[config.mk]
export PLATFORM = sky130hd
export DESIGN_NAME = mux16_scan_ctrl
export DESIGN_NICKNAME = d
export VERILOG_FILES = /design/src/rtl/mux_scan_pkg.sv /design/src/rtl/mux16_scan_ctrl.sv
export SDC_FILE = /design/constraint.sdc
export NUM_CORES = 1
export LEC_CHECK = 0
export BUFFER_PORTS_ARGS = -buffer_cell sky130_fd_sc_hd__buf_4
export CORE_ASPECT_RATIO = 1.5
export CORE_MARGIN = 8
export CORE_UTILIZATION = 35
export DETAILED_ROUTE_END_ITERATION = 12
export PLACE_DENSITY = 0.58
export SYNTH_ARGS = -nofsm -noshare
export SYNTH_HDL_FRONTEND = slang
export SYNTH_SLANG_ARGS = --single-unit
[constraint.sdc]
create_clock -name clk -period 3.34 [get_ports clk]
set_input_delay 0.167 -clock clk [delete_from_list [all_inputs] [get_ports clk]]
set_output_delay 0.167 -clock clk [all_outputs]
set_load 0.02 [all_outputs]
[src/rtl/mux_scan_pkg.sv]
// Shared types and constants for the 16:1 mux scan sequencer.
package mux_scan_pkg;

    // Scan sequencer states
    typedef enum logic [1:0] {
        ST_IDLE,
        ST_SETTLE,
        ST_SAMPLE,
        ST_HOLD
    } scan_state_t;

    localparam int unsigned DEF_N_CH  = 16;
    localparam int unsigned DEF_SEL_W = $clog2(DEF_N_CH);
    localparam int unsigned SETTLE_W  = 4;

endpackage

[src/rtl/mux16_scan_ctrl.sv]
// Steps the mux-tree select through every channel, captures the returned bit
// per channel into a snapshot, and offers the snapshot over valid/ready.
module mux16_scan_ctrl
    import mux_scan_pkg::*;
#(
    parameter int unsigned N_CH   = 16,
    parameter int unsigned SEL_W  = $clog2(N_CH),
    parameter int unsigned SETTLE = 0
) (
    input  logic             clk,
    input  logic             rst_n,
    input  logic             start,
    output logic [SEL_W-1:0] sel,
    input  logic             mux_out,
    output logic             busy,
    output logic [N_CH-1:0]  snap_data,
    output logic             snap_valid,
    input  logic             snap_ready,
    output logic             overrun,
    input  logic             clr_ovr
);

    localparam logic [SEL_W-1:0]    SEL_LAST  = SEL_W'(N_CH - 1);
    localparam logic [SETTLE_W-1:0] WAIT_LAST = SETTLE_W'(SETTLE - 1);

    scan_state_t         state;
    scan_state_t         state_nxt;
    logic [SETTLE_W-1:0] wait_cnt;
    logic                accept;

    assign accept     = (state == ST_IDLE) && start;
    assign busy       = (state == ST_SETTLE) || (state == ST_SAMPLE);
    assign snap_valid = (state == ST_HOLD);

    // State register
    always_ff @(posedge clk or negedge rst_n) begin
        if (!rst_n) state <= ST_IDLE;
        else        state <= state_nxt;
    end

    // Next-state decode; SETTLE==0 skips the settle state entirely
    always_comb begin
        state_nxt = state;
        unique case (state)
            ST_IDLE:   if (start) state_nxt = (SETTLE == 0) ? ST_SAMPLE : ST_SETTLE;
            ST_SETTLE: if (wait_cnt == WAIT_LAST) state_nxt = ST_SAMPLE;
            ST_SAMPLE: begin
                if (sel == SEL_LAST)   state_nxt = ST_HOLD;
                else if (SETTLE != 0)  state_nxt = ST_SETTLE;
            end
            ST_HOLD:   if (snap_ready) state_nxt = ST_IDLE;
            default:   state_nxt = ST_IDLE;
        endcase
    end

    // Select and settle-wait counters; sel holds at the last channel, never wraps
    always_ff @(posedge clk or negedge rst_n) begin
        if (!rst_n) begin
            sel      <= '0;
            wait_cnt <= '0;
        end else if (accept) begin
            sel      <= '0;
            wait_cnt <= '0;
        end else if (state == ST_SETTLE) begin
            wait_cnt <= wait_cnt + 1'b1;
        end else if (state == ST_SAMPLE && sel != SEL_LAST) begin
            sel      <= sel + 1'b1;
            wait_cnt <= '0;
        end
    end

    // Snapshot capture; mux_out is only looked at in SAMPLE
    always_ff @(posedge clk or negedge rst_n) begin
        if (!rst_n)                  snap_data      <= '0;
        else if (accept)             snap_data      <= '0;
        else if (state == ST_SAMPLE) snap_data[sel] <= mux_out;
    end

    // Sticky overrun: a set in the same cycle as a clear takes priority
    always_ff @(posedge clk or negedge rst_n) begin
        if (!rst_n)                          overrun <= 1'b0;
        else if (start && state != ST_IDLE)  overrun <= 1'b1;
        else if (clr_ovr)                    overrun <= 1'b0;
    end

endmodule

==> impl_metrics.ini <==
[floorplanning]
fp-row-count = 29
die_w_um = 68.8
die_y_um = 95.2
pin_count = 29
design.core.area_um2 = 4140
initial_core_util = 0.354
die_area_um2 = 6550

[logic_synthesis]
syn_avg_cell_area_um2 = 10.0
synth_top_flop_cell = dfrtp_1
synth_cell_types = 30
syn_area_um2 = 1460
syn_nets = 163
ys_seq_area_frac = 0.462
synthesis.instances = 146
synth_edf_count = 0
synthArstFlopShare = 1.00
yosysWarnings = 0
ys_ff_latch = 27

[clock_network]
numCtsBuffers = 3
clock_sinks = 27
clkTransAtPathRegs_ns = 0.09
cts_root_buf = clkbuf_8
clockBufferDepth = 2
cts_tree = built
worstSkewPairLatency_ns = 0.27
ctsResizeCount = 0
h-tree-depth = 1
postCtsSetupBuffers = 0

[final_layout]
area_growth_syn_to_layout_pct = 19.5
post-route-util = 0.423
finalNonFillerCells = 217
layout_common_cells = buf_4 (28), dfrtp_1 (27), mux2i_1 (17), nor2_1 (16), nand3_1 (15)
final_common_cell = buf_4
drive_gt1_frac = 0.205
nNetsFinal = 189
num_antenna_cells = 0

[sta]
fin_crit_sh = 0.620
finalSetupViolations = 0
period_needed_ns = 2.07
hold_viol_final = 0
setup_tns_ns = 0
fin_ws_ns = 1.27
skew_ns = 0.00294
max_freq_mhz = 483
tightest_slew_ns = 0.579
slew-limit-headroom = 0.614
drv_slew = 0
rsz0062_at_grt = no

[detailed_routing]
wl_per_cell_um = 15.0
ant_nets = 0
postRouteWirelength_um = 3250
vias_per_cell = 5.21
drtPass1Iterations = 4
vias = 1131
drc = 0
initialDrtViolationCount = 24

[critical_path]
cp.required_ns = 3.51
end_kind = register
crit_arrival_ns = 2.24
r2r_start = state[0]
r2r_end = sel[0]
worst-path-max-fanout = 19
reg2reg_slack_ns = 1.27
critPathCapture = sel[0]
worst-setup-path-type = register to register
r2r_cells = 5
critPathLaunch = state[0]
start_kind = register

[global_route]
antenna_found_initial = 0
grt_max_degree = 28
grt_usage = 0.108
grt_pass1_vias = 1162
grt_pass1_wl_um = 5500
grt_overflow = 0

[job]
cap_viol_max_count = 0

[pwr]
ir_worst_vdd_v = 0.000578
pwr_density_cell_nw_per_um2 = 935
power_leakage_nw = 0.936

[placed_design]
pre_cts_ws_ns = 1.27
dp_hpwl_um = 2430
io_buffers = 28
place_inst = 212
routabilityCongestion = 0.745

[min_path]
holdCritPathClass = primary input to register
min-delay-start = start

[outcome]
outcome = complete, no violations
-- cells by family (layout without fill, tap and decap cells) --
| kind of cell | after synthesis | after routing | share of synthesized area |
|---|---|---|---|
| and+or+nand+nor | 58 | 58 | 0.194 |
| DFF | 27 | 27 | 0.462 |
| muxes | 18 | 18 | 0.124 |
| buffers and inverters | 16 | 41 | 0.0470 |
| AOI/OAI and AO/OA | 14 | 14 | 0.0675 |
| adders and majority gates | 11 | 11 | 0.0940 |
| xor gates and xnor gates | 2 | 2 | 0.0120 |
-- critical path: stages, from the launching register on --
cell and delay [ns]:
dfrtp_1 0.46, inv_1 0.12, ha_1 0.53, nand2_1 0.33, a21o_1 0.27, mux2_2 0.26
-- report_power, final --
part	switching (mW)	internal (mW)	leakage [nW]
registers	0.131	0.454	0.354
clock network	0.104	0.0837	0.0255
logic	0.496	0.366	0.557
total	0.731	0.904	0.936
-- cells in the mapped netlist (3+ instances only) --
cell type | count | area (um^2)
dfrtp_1 | 27 | 676
mux2i_1 | 17 | 170
nor2_1 | 16 | 60.1
nand3_1 | 15 | 75.1
ha_1 | 11 | 138
nand2_1 | 9 | 33.8
inv_1 | 8 | 30.0
clkbuf_1 | 5 | 18.8
nand4_1 | 5 | 31.3
nor3_1 | 5 | 25.0
a21oi_1 | 3 | 15.0
nor2b_1 | 3 | 18.8
-- flip-flops by register name (all words and copies together), names as in the netlist --
register / cells
wait_cnt: 4
overrun: 1
state: 2
snap_data: 16
sel: 4
-- area by class of cell --
cell class,count,area [um^2]
Fill cell,416,2390
Multi-Input combinational cell,103,719
Sequential cell,27,676
Clock buffer,3,41.3
Tap cell,46,57.6
Inverter,8,30.0
Timing Repair Buffer,29,220
Clock inverter,1,5.00
-- repair_timing --
action	CTS	global route
endpoints found under the hold margin	27	0
hold buffers	1	0
endpoints found under the setup margin	0	0
-- metal layers --
layer	GRT usage	vias to the layer above	wire length [um]
met3	0.0212	7	178
met4	0.0454	0	72
met2	0.187	25	1660
met1	0.124	545	1340
li1	-	554	-
met5	0	-	0
-- worst min path at each step --
stage / endpoint / slack (ns) / depth (start not counted)
floorplan: overrun / -0.13 / 0
global placement: snap_data[9] / 0.1 / 1
detailed placement: snap_data[8] / 0.11 / 1
CTS: overrun / 0.14 / 2
global route: overrun / 0.16 / 2
finish: overrun / 0.14 / 2
-- per-stage QoR --
stage          power (mW)  hold slack [ns]  instance area (um^2)
6_report             1.63            0.145                  1750
4_1_cts              1.66            0.145                  1750
3_3_place_gp         1.43           0.0976                  1690
2_1_floorplan        1.15           -0.129                  1460
5_1_grt              1.76            0.155                  1750
3_5_place_dp         1.47            0.106                  1690
No activity file was read; power rests on OpenSTA's default activity.
